File: src/rtl/serial_bit_tx_pkg.sv
// rtl/serial_bit_tx_pkg.sv - shared types and constants for serial_bit_tx
// Purpose: FSM state encoding and default word width for the serial transmitter.
// Contents: state_e (ST_IDLE, ST_SHIFT, ST_PARITY), DEFAULT_NBITS.
// ST_PARITY is only reachable when SERIAL_BIT_TX_PARITY_EN is defined.
package serial_bit_tx_pkg;

  localparam int DEFAULT_NBITS = 8;

  typedef enum logic [1:0] {
    ST_IDLE   = 2'd0,
    ST_SHIFT  = 2'd1,
    ST_PARITY = 2'd2
  } state_e;

endpackage

File: src/rtl/serial_bit_tx_if.sv
// rtl/serial_bit_tx_if.sv - word handshake and serial stream bundle for serial_bit_tx
// Purpose: groups the parallel-word val/rdy handshake and the (en, d, last) serial stream.
// Ports (signals):
//   in_val   source -> tx   word on in_msg is valid
//   in_rdy   tx -> source   transmitter accepts a word this cycle
//   in_msg   source -> tx   NBITS-wide word to serialize
//   out_en   tx -> sink     out_d is a live bit this cycle
//   out_d    tx -> sink     serial data bit, LSB first
//   out_last tx -> sink     final beat of the current word
// Modports: master = word source / stream sink side, slave = transmitter side.
interface serial_bit_tx_if
  import serial_bit_tx_pkg::*;
#(
  parameter int NBITS = DEFAULT_NBITS
);

  logic             in_val;
  logic             in_rdy;
  logic [NBITS-1:0] in_msg;
  logic             out_en;
  logic             out_d;
  logic             out_last;

  modport master (
    output in_val,
    output in_msg,
    input  in_rdy,
    input  out_en,
    input  out_d,
    input  out_last
  );

  modport slave (
    input  in_val,
    input  in_msg,
    output in_rdy,
    output out_en,
    output out_d,
    output out_last
  );

endinterface

File: src/rtl/serial_bit_tx_shreg.sv
// rtl/serial_bit_tx_shreg.sv - NBITS load / shift-right register
// Purpose: holds the word being serialized; bit 0 is the current serial bit.
// Ports:
//   clk       input        rising-edge clock
//   reset     input        synchronous active-high reset (clears to 0)
//   load      input        capture load_data (wins over shift)
//   shift     input        shift right by one, zero fill
//   load_data input NBITS  word to capture
//   bit0      output       current LSB
module serial_bit_tx_shreg
  import serial_bit_tx_pkg::*;
#(
  parameter int NBITS = DEFAULT_NBITS
) (
  input  logic             clk,
  input  logic             reset,
  input  logic             load,
  input  logic             shift,
  input  logic [NBITS-1:0] load_data,
  output logic             bit0
);

  logic [NBITS-1:0] data_q;
  logic [NBITS-1:0] data_d;

  always_comb begin
    data_d = data_q;
    if (load) begin
      data_d = load_data;
    end else if (shift) begin
      data_d = {1'b0, data_q[NBITS-1:1]};
    end
  end

  always_ff @(posedge clk) begin
    if (reset) begin
      data_q <= '0;
    end else begin
      data_q <= data_d;
    end
  end

  assign bit0 = data_q[0];

endmodule

File: src/rtl/serial_bit_tx.sv
// rtl/serial_bit_tx.sv - parallel-to-serial transmitter, LSB first, (en, d, last) beats
// Purpose: accepts an NBITS word over val/rdy and emits one bit per cycle with no gaps
//   between back-to-back words. Optional macro SERIAL_BIT_TX_PARITY_EN appends an
//   even-parity beat after the data bits.
// Ports:
//   clk    input  rising-edge clock
//   reset  input  synchronous active-high reset
//   bus    serial_bit_tx_if.slave  in_val/in_rdy/in_msg handshake, out_en/out_d/out_last stream
module serial_bit_tx
  import serial_bit_tx_pkg::*;
#(
  parameter int NBITS = DEFAULT_NBITS
) (
  input  logic           clk,
  input  logic           reset,
  serial_bit_tx_if.slave bus
);

  localparam int             CW       = $clog2(NBITS);
  localparam logic [CW-1:0]  CNT_LAST = CW'(NBITS - 1);

  state_e        state_q, state_d;
  logic [CW-1:0] cnt_q, cnt_d;
  logic          shreg_bit0;
  logic          last_bit;
  logic          xfer;
  logic          rdy, en, d, last;
`ifdef SERIAL_BIT_TX_PARITY_EN
  logic          parity_q, parity_d;
`endif

  assign last_bit = (cnt_q == CNT_LAST);
  // rdy depends on state/counter only, so xfer has no combinational loop via in_val
  assign xfer     = bus.in_val && rdy;

  serial_bit_tx_shreg #(.NBITS(NBITS)) u_shreg (
    .clk       (clk),
    .reset     (reset),
    .load      (xfer),
    .shift     (state_q == ST_SHIFT),
    .load_data (bus.in_msg),
    .bit0      (shreg_bit0)
  );

  always_ff @(posedge clk) begin
    if (reset) begin
      state_q  <= ST_IDLE;
      cnt_q    <= '0;
`ifdef SERIAL_BIT_TX_PARITY_EN
      parity_q <= 1'b0;
`endif
    end else begin
      state_q  <= state_d;
      cnt_q    <= cnt_d;
`ifdef SERIAL_BIT_TX_PARITY_EN
      parity_q <= parity_d;
`endif
    end
  end

  always_comb begin
    state_d = state_q;
    cnt_d   = cnt_q;
`ifdef SERIAL_BIT_TX_PARITY_EN
    parity_d = xfer ? ^bus.in_msg : parity_q;
`endif
    case (state_q)
      ST_IDLE: begin
        if (xfer) begin
          state_d = ST_SHIFT;
          cnt_d   = '0;
        end
      end
      ST_SHIFT: begin
        if (!last_bit) begin
          cnt_d = cnt_q + CW'(1);
        end else begin
`ifdef SERIAL_BIT_TX_PARITY_EN
          state_d = ST_PARITY;
`else
          // a word accepted on the final beat continues straight into its bit 0
          state_d = xfer ? ST_SHIFT : ST_IDLE;
          cnt_d   = '0;
`endif
        end
      end
`ifdef SERIAL_BIT_TX_PARITY_EN
      ST_PARITY: begin
        state_d = xfer ? ST_SHIFT : ST_IDLE;
        cnt_d   = '0;
      end
`endif
      default: begin
        state_d = ST_IDLE;
        cnt_d   = '0;
      end
    endcase
  end

  always_comb begin
    rdy  = 1'b1;
    en   = 1'b0;
    d    = 1'b0;
    last = 1'b0;
    case (state_q)
      ST_SHIFT: begin
        en = 1'b1;
        d  = shreg_bit0;
`ifdef SERIAL_BIT_TX_PARITY_EN
        last = 1'b0;
`else
        last = last_bit;
`endif
        rdy = last;
      end
`ifdef SERIAL_BIT_TX_PARITY_EN
      ST_PARITY: begin
        en   = 1'b1;
        d    = parity_q;
        last = 1'b1;
        rdy  = 1'b1;
      end
`endif
      default: begin
        rdy  = 1'b1;
        en   = 1'b0;
        d    = 1'b0;
        last = 1'b0;
      end
    endcase
  end

  assign bus.in_rdy   = rdy;
  assign bus.out_en   = en;
  assign bus.out_d    = d;
  assign bus.out_last = last;

endmodule

File: src/flat_wrapper.sv
// flat-port wrapper written by rule: the top's interface ports become plain ports
module serial_bit_tx_flat import serial_bit_tx_pkg::*;
#(
  parameter int NBITS = DEFAULT_NBITS
)
  (clk, reset, bus_in_val, bus_in_msg, bus_in_rdy, bus_out_en, bus_out_d, bus_out_last);
  serial_bit_tx_if #(.NBITS(NBITS)) bus_i ();
  input  logic clk;
  input  logic reset;
  input wire logic [$bits(bus_i.in_val)-1:0] bus_in_val;
  input wire logic [$bits(bus_i.in_msg)-1:0] bus_in_msg;
  output wire logic [$bits(bus_i.in_rdy)-1:0] bus_in_rdy;
  output wire logic [$bits(bus_i.out_en)-1:0] bus_out_en;
  output wire logic [$bits(bus_i.out_d)-1:0] bus_out_d;
  output wire logic [$bits(bus_i.out_last)-1:0] bus_out_last;
  assign bus_i.in_val = bus_in_val;
  assign bus_i.in_msg = bus_in_msg;
  assign bus_in_rdy = bus_i.in_rdy;
  assign bus_out_en = bus_i.out_en;
  assign bus_out_d = bus_i.out_d;
  assign bus_out_last = bus_i.out_last;
  serial_bit_tx #(.NBITS(NBITS)) u_core (.clk(clk), .reset(reset), .bus(bus_i));
endmodule
File: config.mk
export PLATFORM = sky130hd
export DESIGN_NAME = serial_bit_tx_flat
export DESIGN_NICKNAME = d
export VERILOG_FILES = /design/src/rtl/serial_bit_tx_pkg.sv /design/src/rtl/serial_bit_tx_if.sv /design/src/rtl/serial_bit_tx_shreg.sv /design/src/rtl/serial_bit_tx.sv /design/src/flat_wrapper.sv
export SDC_FILE = /design/constraint.sdc
export NUM_CORES = 1
export LEC_CHECK = 0
export CAP_MARGIN = 40
export CORE_AREA = 3 3 40 42
export CTS_BUF_LIST = sky130_fd_sc_hd__clkbuf_4
export DETAILED_ROUTE_END_ITERATION = 7
export DIE_AREA = 0 0 43 45
export PLACE_DENSITY = 0.81
export SLEW_MARGIN = 20
export SYNTH_ARGS = -nofsm -noshare
export SYNTH_HDL_FRONTEND = slang
export SYNTH_SLANG_ARGS = --single-unit
export TNS_END_PERCENT = 100
File: constraint.sdc
create_clock -name clk -period 2.9 [get_ports clk]
set_input_delay 0.435 -clock clk [delete_from_list [all_inputs] [get_ports clk]]
set_output_delay 0.435 -clock clk [all_outputs]
set_load 0.1 [all_outputs]
**After elaboration in Yosys (flattened, before gate mapping)**

Index checks and enable logic that the tools add are counted.

- $lt $le $gt $ge: 0
- Reduce and logical (&&, ||, !) cells: 4
- Equal/unequal tests: 4
- Muxes and demuxes: 13
- Div/mod/pow operators: 0
- Add/sub/neg operators: 1
- Multipliers: 0
- Bitwise gates (word level): 0
- Shift operators: 0

Operator list:

| kind | count |
|---|---|
| $mux 8 | 2 |
| $mux 3 | 2 |
| $pmux 3 s2 | 1 |
| $mux 1 | 5 |
| $mux 2 | 2 |
| $ne 2x1->1 const B | 2 |
| $pmux 2 s2 | 1 |
| $add 3x1->3 const B | 1 |
| $eq 3x3->1 const B | 1 |
| $eq 2x1->1 const B | 1 |
| $logic_not 2->1 | 1 |
| $reduce_and 2->1 | 1 |
| $reduce_bool 2->1 | 1 |
| $logic_and 1x1->1 | 1 |

- Bits in read-only memories: 0
- RAM bits: 0
- Word-level logic and storage cells: 25
- Bits in latches: 0
- Bits of input ports: 11
- Output and inout bits: 4
- Flip-flop bits (word level): 13
- Memories: 0

**Logic depth before layout (Yosys ltp)**

Gate-level depths: netlist (run 1).

- Word-level depth: 6
- Gate-level depth with buffers: 7
- Depth with buffers taken out: 6

**By module**

From an unflattened synthesis (run 1), not the netlist that was laid out.

- Cells, all modules: 55
- Area total of the unflattened synthesis: 566.8 µm²

Modules (own cells, without submodules):

| module | area an instance (µm²) | cells an instance | sequential area each (µm²) | times used |
|---|---|---|---|---|
| serial_bit_tx_shreg | 369.1 | 35 | 160.2 | 1 |
| serial_bit_tx | 197.7 | 20 | 80.1 | 1 |

**Least setup slack after synthesis (run 1)**

No wires, ideal clock.

- Path type: register to output
- Start: register u_core.state_q[0]
- End: output bus_out_d
- Arrival: 2003 ps
- Data required time: 2465 ps
- Cell stages (with the launch flop): 3
- Path slack: 462 ps
- Path buffers: 1
- Cells stage by stage: dfxtp_1 > buf_4 > and2_1

- Word-level cells in the longest chain between the ends: 2

Ends and longest elaborated chain:

| item | line | text |
|---|---|---|
| start: declaration | serial_bit_tx.sv:22 | `state_e state_q, state_d;` |
| start signal: assignment | serial_bit_tx.sv:53 | `state_q <= state_d;` |
| $eq 2x1->1 | serial_bit_tx.sv:105 | `case (state_q)` |
| $mux 1 | serial_bit_tx.sv:105 |  |
| end: declaration | flat_wrapper.sv:14 | `output wire logic [$bits(bus_i.out_d)-1:0] bus_out_d;` |

Every way passes these cells.

**Worst setup path in the final report (run 1)**

- Start: register u_core.cnt_q[0]
- End: output bus_in_rdy

- Word-level cells in the longest chain between the ends: 2

Ends and longest elaborated chain:

| item | line | text |
|---|---|---|
| start: declaration | serial_bit_tx.sv:23 | `logic [CW-1:0] cnt_q, cnt_d;` |
| start signal: assignment | serial_bit_tx.sv:54 | `cnt_q <= cnt_d;` |
| $eq 3x3->1 | serial_bit_tx.sv:32 | `assign last_bit = (cnt_q == CNT_LAST);` |
| $mux 1 | serial_bit_tx.sv:105 |  |
| end: declaration | flat_wrapper.sv:12 | `output wire logic [$bits(bus_i.in_rdy)-1:0] bus_in_rdy;` |

Every way passes these cells.

==> results.md, run 1 <==
- The buffers plus inverters on the worst setup path is 3.
- The smallest clock period supported by the final layout is computed as 2.04 ns.
- The per-instance average area after synthesis is 9.13 sq um.
- The number of cells in the finished layout apart from fillers is 96.
- The area of the core is 1280 sq um.
- Synthesis handed over a netlist of 68 instances.
- The slack of the worst reg-to-reg path is 1.35 ns.
- The top cell types in the final layout, fill and taps aside, are 13 x nor2_1, 12 x dfxtp_1, 10 x nor3b_1, 10 x clkdlybuf4s50_1.
- The number of instances in the placed design is 92.
- The worst register-to-register path begins at u_core.cnt_q[0].
- The number of ports placed on the die boundary is 15.
- The final global-route overflow total is 0.
- Yosys printed 0 warnings.
- The switching portion of total power is 0.307.
- Based on the critical path, the design can be clocked at up to 489 MHz.
- The category of the worst setup path capture point is an output port.
- For the worst-skew pair, the clock arrives at the later sink with an insertion delay of 0.28 ns.
- The global-route wire length before repair is 2050 um.
- Across every metal layer, demand over resource in global routing totals 0.142.
- Gates resized during post-CTS repair numbered 0.
- Among cell families on the critical path, the largest total delay comes from buffers and inverters.
- The chip height is 45 um.
- Synthesis instantiated 21 different standard cells from the library.
- The post-route cell area is 749 sq um.
- The number of global-route vias before repair was 455.
- Hold repair after CTS inserted 0 buffers.
- Cell internal power was estimated by the tool at 0.000261 W.
- Entering global routing, the biggest net connects 22 pins.
- The clock arrives with 0.00310 ns of skew.
- On the worst path, the slowest cell contributes a delay of 0.34 ns.
- After detailed routing, the number of vias per cell comes to 5.34.
- The sequential cell area fraction in the yosys report is 0.387.
- Tracing the worst setup path back leads to its startpoint at u_core.cnt_q[0].
- Summed over all nets, the switching power comes to 0.000116 W.
- Row generation in the floorplan step produced 13 rows.
- The number of nets in the finished design is 95.
- The power share of the combinational group is 0.220.
- The sequential cells in the finished layout cover a total of 240 sq um.
- The number of hold violations in the final report is 0.
- IR analysis of the VDD net gives a maximum drop of 0.240 mV.
- The number of antenna diodes in the final layout is 0.
- The endpoint required time on the critical path is 2.47 ns.
- The power density relative to cell area is 503 nW/um^2.
- For the final routed database, the setup TNS stands at 0 ns.
- The clock slew at the register clock pins of the worst setup and hold paths is 0.07 ns.
- The library cell used most frequently in the layout, excluding fill and tap cells, is nor2_1.
- The number of clock buffers inserted by TritonCTS is 3.
- Post-CTS timing repair inserted 0 buffers for setup.
- The tree built by TritonCTS fans out to 12 sinks.
- The number of maximum-capacitance violations is 0.
- The worst pin sits at a relative slew slack of 0.529.
- The path with the worst hold slack has its endpoint at u_core.u_shreg.data_q[6].
- The initial utilization of the core area, before any placement, comes to 0.483.
- The final number of setup-violating endpoints is 0.
- The total routed wirelength is 1230 um.
- The number of iterations in the first detailed-routing pass is 4.
- The critical path goes through ha_1, ha_1, nor2b_1, buf_4, inv_4, buf_4.
- The maximum buffer depth of the clock tree is 2.
- The deepest level of the CTS H-tree is 1.
- The buffer type at the clock tree root is clkbuf_4.
- When the netlist entered floorplanning its net count stood at 81.
- The HPWL after detailed placement is 835 um.
- In the finished design, the share of the clock period the worst path needs comes to 0.705.
- After detailed routing, the number of remaining DRC violations is 0.
- In this run the worst hold path is classified as register to register.
- The full die area is 1940 sq um.
- The cell count of the worst reg-to-reg path is 7.
- The detailed router finished its first iteration with 8 violations.
- The worst hold path begins at u_core.u_shreg.data_q[6].
- For this design, the slowest cell found on the critical path is dfxtp_1.
- The count of buffers added on input and output ports is 14.
- TritonCTS built the clock tree.
- The endpoint of the worst register-to-register path is u_core.u_shreg.data_q[6].
- The post-route antenna net violation count is 0.
- Summing all placed instances gives a cell area of 723 sq um.
- The critical path is of the register to output port type.
- From synthesis to final layout, the design area changed by 20.8%.
- The number of antenna violations at the first check in global routing was 0.
- The mapped netlist covers 621 sq um.
- The type of element launching the critical path is a register.
- In this run the worst path has a maximum fanout of 9.
- The clock share of power is 0.285.
- The final count of pins violating max slew came to 0.
- The flow ran to the end, and the final reports show no timing, DRC or antenna violations.
- The layout has 120 filler cells.
- The multi-input combinational cells in the finished layout cover a total of 317 sq um.
- The horizontal extent of the die is 43 um.
- The reported leakage power is 0.285 nW.
- At the end of the flow the core is filled with cells to 0.583.
- The weighted congestion at the end of routability-driven global placement is 0.727.
- The endpoint arrival time on the critical path is 1.61 ns.
- The number of instances on the worst hold path is 2.
- The post-synthesis sequential element count is 12.
- Of the cells placed in the final design, the portion with a size suffix greater than 1 is 0.148.
- The actual transition at the worst max-transition pin is 0.704 ns.
- In the final routed layout, each cell accounts on average for 12.9 um.
- The detailed-route via count is 513.
- Setup repair after global routing left no endpoint under its margin.
- The share of total power dissipated in sequential elements is 0.495.
worst min-delay path, cell delays in order, from the launching register on:
cell and delay, ns:
dfxtp_1 0.31, nor2_1 0.10, nor4_1 0.05
per-layer routing:
layer  vias to the layer above  part of all wire  track usage
li1                        274                 -            -
met1                       222              0.48        0.193
met2                        13              0.44        0.210
met3                         4             0.052       0.0359
met4                         0             0.025       0.0723
met5                         -                 0            0
power groups by stage:
stage	combinational, W	clock, W	sequential [W]
finish	0.0000831	0.000107	0.000187
global route	0.0000905	0.000116	0.000188
CTS	0.0000838	0.000111	0.000186
detailed placement	0.0000833	0	0.000190
global placement	0.0000824	0	0.000190
floorplan	0.0000598	0	0.000193
state kept, by name, summed over array words and instances, names as in the netlist:
signal and cells:
u_core.u_shreg.data_q 8, u_core.cnt_q 3, u_core.state_q 1
area by class of cell:
type,instances,area share
clock buffers,3,0.0301
clock inverters,1,0.00501
well taps,15,0.0250
flip-flops and latches,12,0.321
multi-input cells,48,0.422
inverters,2,0.0134
repair buffers,15,0.184
stage by stage:
stage                     power, W  hold slack, ns  setup slack [ns]
after floorplan           0.000252           0.455             0.462
after global placement    0.000272           0.477             0.873
after detailed placement  0.000273           0.484             0.830
after CTS                 0.000381           0.501             0.832
after global routing      0.000395           0.535             0.768
final                     0.000377           0.502             0.855
how the worst max path moves through the flow:
stage / cells after the start / to / slack [ns]
global placement: 4 / u_core.u_shreg.data_q[2] / 0.87
finish: 6 / bus_in_rdy / 0.86
detailed placement: 4 / u_core.u_shreg.data_q[3] / 0.83
floorplan: 2 / bus_out_d / 0.46
global route: 6 / bus_in_rdy / 0.77
CTS: 6 / bus_in_rdy / 0.83
kinds of logic after synthesis:
logic type      Yosys count  synth area share
fa+ha+maj                 2            0.0403
buf+inv                   8             0.103
simple gates             35             0.339
flops                    12             0.387
compound gates           11             0.131
synthesized netlist by cell type, drive strengths merged:
| library cell | number | area, sq um |
|---|---|---|
| inv | 2 | 10.0 |
| nor4 | 7 | 50.1 |
| a32oi | 1 | 8.76 |
| a21oi | 3 | 15.0 |
| clkbuf | 1 | 3.75 |
| dfxtp | 12 | 240 |
| nor2b | 1 | 6.26 |
| ha | 2 | 25.0 |
| or2 | 1 | 6.26 |
| nor2 | 14 | 60.1 |
| a211oi | 7 | 57.6 |
| nor3b | 10 | 75.1 |
| and2 | 2 | 12.5 |
| buf | 5 | 50.0 |
(Power assumes the default switching activity.)
==> inputs of run 2 (changes only) <==
clock period = 2.15 ns   (was 2.9 ns; I/O delays follow)
==> results.md, run 2 (synthesis gave the netlist of run 1 again) <==
- The flow ran to the end, and the final reports show no timing, DRC or antenna violations.
- In this design, the critical path's most frequently occurring cell is ha_1.
- The final count of pins violating max slew was 0.
- The number of global-route vias before repair is 433.
- Buffers added to address setup during post-CTS repair amount to 0.
- Before CTS, the worst setup slack after placement is 0.495 ns.
- The register with the most flip-flops in the layout has 8 of them.
- The number of instances in the placed design is 95.
- Of the cells placed in the final design, the portion with a size suffix greater than 1 is 0.205.
- After layout, the design draws a total of 0.000507 W.
- The largest registers in the layout are u_core.u_shreg.data_q x8, u_core.cnt_q x3, u_core.state_q x1.
- The kind of cell with the highest combined delay along the critical path is adder cells.
- In this run the deepest clock path goes through 2 buffers.
- The clock period minus worst slack is 1.81 ns.
- After clock tree synthesis, the clock-pin slew on the worst setup and hold paths is 0.07 ns.
- The initial core utilization is 0.483.
- The post-route antenna net violation count is 0.
- The horizontal extent of the die is 43 um.
- The category of the worst setup path capture point is an output port.
- Detailed placement ended at an HPWL of 847 um.
- The number of clock buffers added by TritonCTS is 3.
- In the finished design, the share of the clock period the worst path needs comes to 0.841.
- The clock share of power is 0.262.
- In this run the most critical hold path is launched from u_core.u_shreg.data_q[7].
- Setup repair after global routing left no endpoint under its margin.
- Summed over all layers, the global routing overflow is 0.
- From bottom edge to top edge, the die measures 45 um.
- The number of antenna violations at the first check in global routing came to 0.
- The total routed wirelength is 1160 um.
- Once layout is complete, the cells apart from fillers number 98.
- The longest individual stage delay on the worst path is 0.32 ns.
- In this run the number of H-tree levels came out at 1.
- For the final database, setup skew stands at 0.00496 ns.
- In the routed design, unresolved DRC markers number 0.
- The number of port buffers is 14.
- The analysis attributes to cell leakage a power of 0.311 nW.
- Entering global routing, the biggest net connects 13 pins.
- Along the worst path, the maximum fanout reaches 9.
- Setup slack on the worst reg-to-reg path comes out at 0.59 ns.
- The number of buffers and inverters on the critical path is 2.
- The number of iterations in the first detailed-routing pass is 4.
- The clock sink count is 12.
- The congestion estimate from routability-driven global placement came to 0.815.
- Measured against its own limit, the worst slew margin works out to 0.692.
- In the final routed layout, each cell accounts on average for 11.8 um.
- Once the clock tree was built, the resizer swapped 0 gates to a different size.
- The power share of the combinational group is 0.251.
- After floorplanning, the core was divided into 13 placement rows.
- The final number of setup-violating endpoints is 0.
- The diode insertion count for antenna repair is 0.
- The full die area is 1940 sq um.
- Of the total power, the share spent switching nets is 0.291.
- Ranked by flip-flop count, first place goes to u_core.u_shreg.data_q.
- After the last flow step, the layout net total stands at 98.
- The signed area change from the synthesized netlist to the final layout is 30.2%.
- Hold repair after CTS inserted 0 buffers.
- The total cell area at the placement stage is 786 sq um.
- The critical path is of the register to output port type.
- Data on the critical path is required at its endpoint by 1.83 ns.
- For the pin with the worst max-slew slack, the measured transition is 0.460 ns.
- The master of the slowest instance on the critical path is dfxtp_1.
- The net switching component of the power is 0.000148 W.
- The internal portion of the total power is 0.000359 W.
- The total global-route track usage is 0.135.
- The endpoint arrival time on the critical path is 1.49 ns.
- The number of ports placed on the die boundary is 15.
- The accumulated negative setup slack is 0 ns.
- The top cell types in the final layout, fill and taps aside, are 13 x nor2_1, 12 x dfxtp_1, 10 x nor3b_1, 10 x clkdlybuf4s50_1.
- Based on the critical path, the design can be clocked at up to 553 MHz.
- The post-route cell area is 808 sq um.
- The worst min-delay path endpoint is u_core.u_shreg.data_q[7].
- The number of instances on the worst hold path is 2.
- In this run the power density over the cells is 627 nW/um^2.
- The maximum vdd drop is 0.511 mV.
- The violation count after the first detailed-routing iteration is 7.
- In this run the critical register-to-register path is captured at u_core.u_shreg.data_q[4].
- The buffer type at the clock tree root is clkbuf_4.
- The total area inside the core boundary comes to 1280 sq um.
- In this run the worst hold path is classified as register to register.
- The share of total power dissipated in sequential elements is 0.487.
- The number of hold violations in the final report is 0.
- The latest clock arrival within the worst-skew pair is 0.26 ns.
- Once routing completed, OpenROAD measured the worst setup slack at 0.341 ns.
- The startpoint identified for the worst register-to-register timing path is u_core.cnt_q[0].
- The routed layout has 519 vias.
- The worst setup path is launched from a register.
- The first global-routing pass estimated 1950 um of wire.
- The per-cell via count in the routed design is 5.30.
- Leaving out fill and tap cells, the most frequent cell in the layout is nor2_1.
- Counting the fill cells in the layout gives 116.
- Across the run, the number of max-cap violations was 0.
- The clock tree from TritonCTS is yes.
- The signal on the critical path passes through ha_1, ha_1, nor2b_1, inv_4, buf_12.
- Counting cells, the worst reg-to-reg path comes to 6.
-- run 2: power by group through the flow --
stage               Clock (W)  Sequential (W)  Combinational (W)
finish               0.000133        0.000247           0.000127
global route         0.000150        0.000248           0.000137
CTS                  0.000139        0.000247           0.000128
detailed placement          0        0.000252           0.000128
global placement            0        0.000251           0.000126
floorplan                   0        0.000260          0.0000809
-- run 2: cell type report --
type	instances	area, sq um	share of cell area
repair buffers	18	198	0.245
flip-flops and latches	12	240	0.297
multi-input cells	48	319	0.395
well taps	15	18.8	0.0232
inverters	2	10.0	0.0124
clock buffers	3	22.5	0.0279
-- run 2: per-layer routing --
layer / vias up / part of all wire / track usage
met5: - / 0 / 0
met4: 0 / 0 / 0.0301
met3: 0 / 0.054 / 0.0797
met2: 9 / 0.45 / 0.192
met1: 235 / 0.49 / 0.176
li1: 275 / - / -
-- run 2: worst max-delay path by stage --
stage,from,end,slack (ns),cells after the start
global placement,bus_in_val,u_core.u_shreg.data_q[2],0.55,4
CTS,u_core.cnt_q[0],bus_in_rdy,0.32,5
detailed placement,bus_in_val,u_core.u_shreg.data_q[4],0.49,4
global route,u_core.cnt_q[0],bus_in_rdy,0.23,5
floorplan,u_core.state_q[0],bus_out_d,0.11,2
finish,u_core.cnt_q[0],bus_in_rdy,0.34,5
-- run 2: worst reg2reg max path, delay by kind of cell, from the launching register on --
kind	cells	cell delay, ns
fa+ha+maj	2	0.39
compound gates	1	0.29
flops	1	0.32
buf+inv	1	0.11
simple gates	2	0.32
-- run 2: stage by stage --
step / util / hold WS (ns)
floorplan: - / 0.401
global placement: 0.611 / 0.478
detailed placement: 0.611 / 0.486
CTS: 0.629 / 0.499
global route: 0.629 / 0.512
finish: 0.629 / 0.499
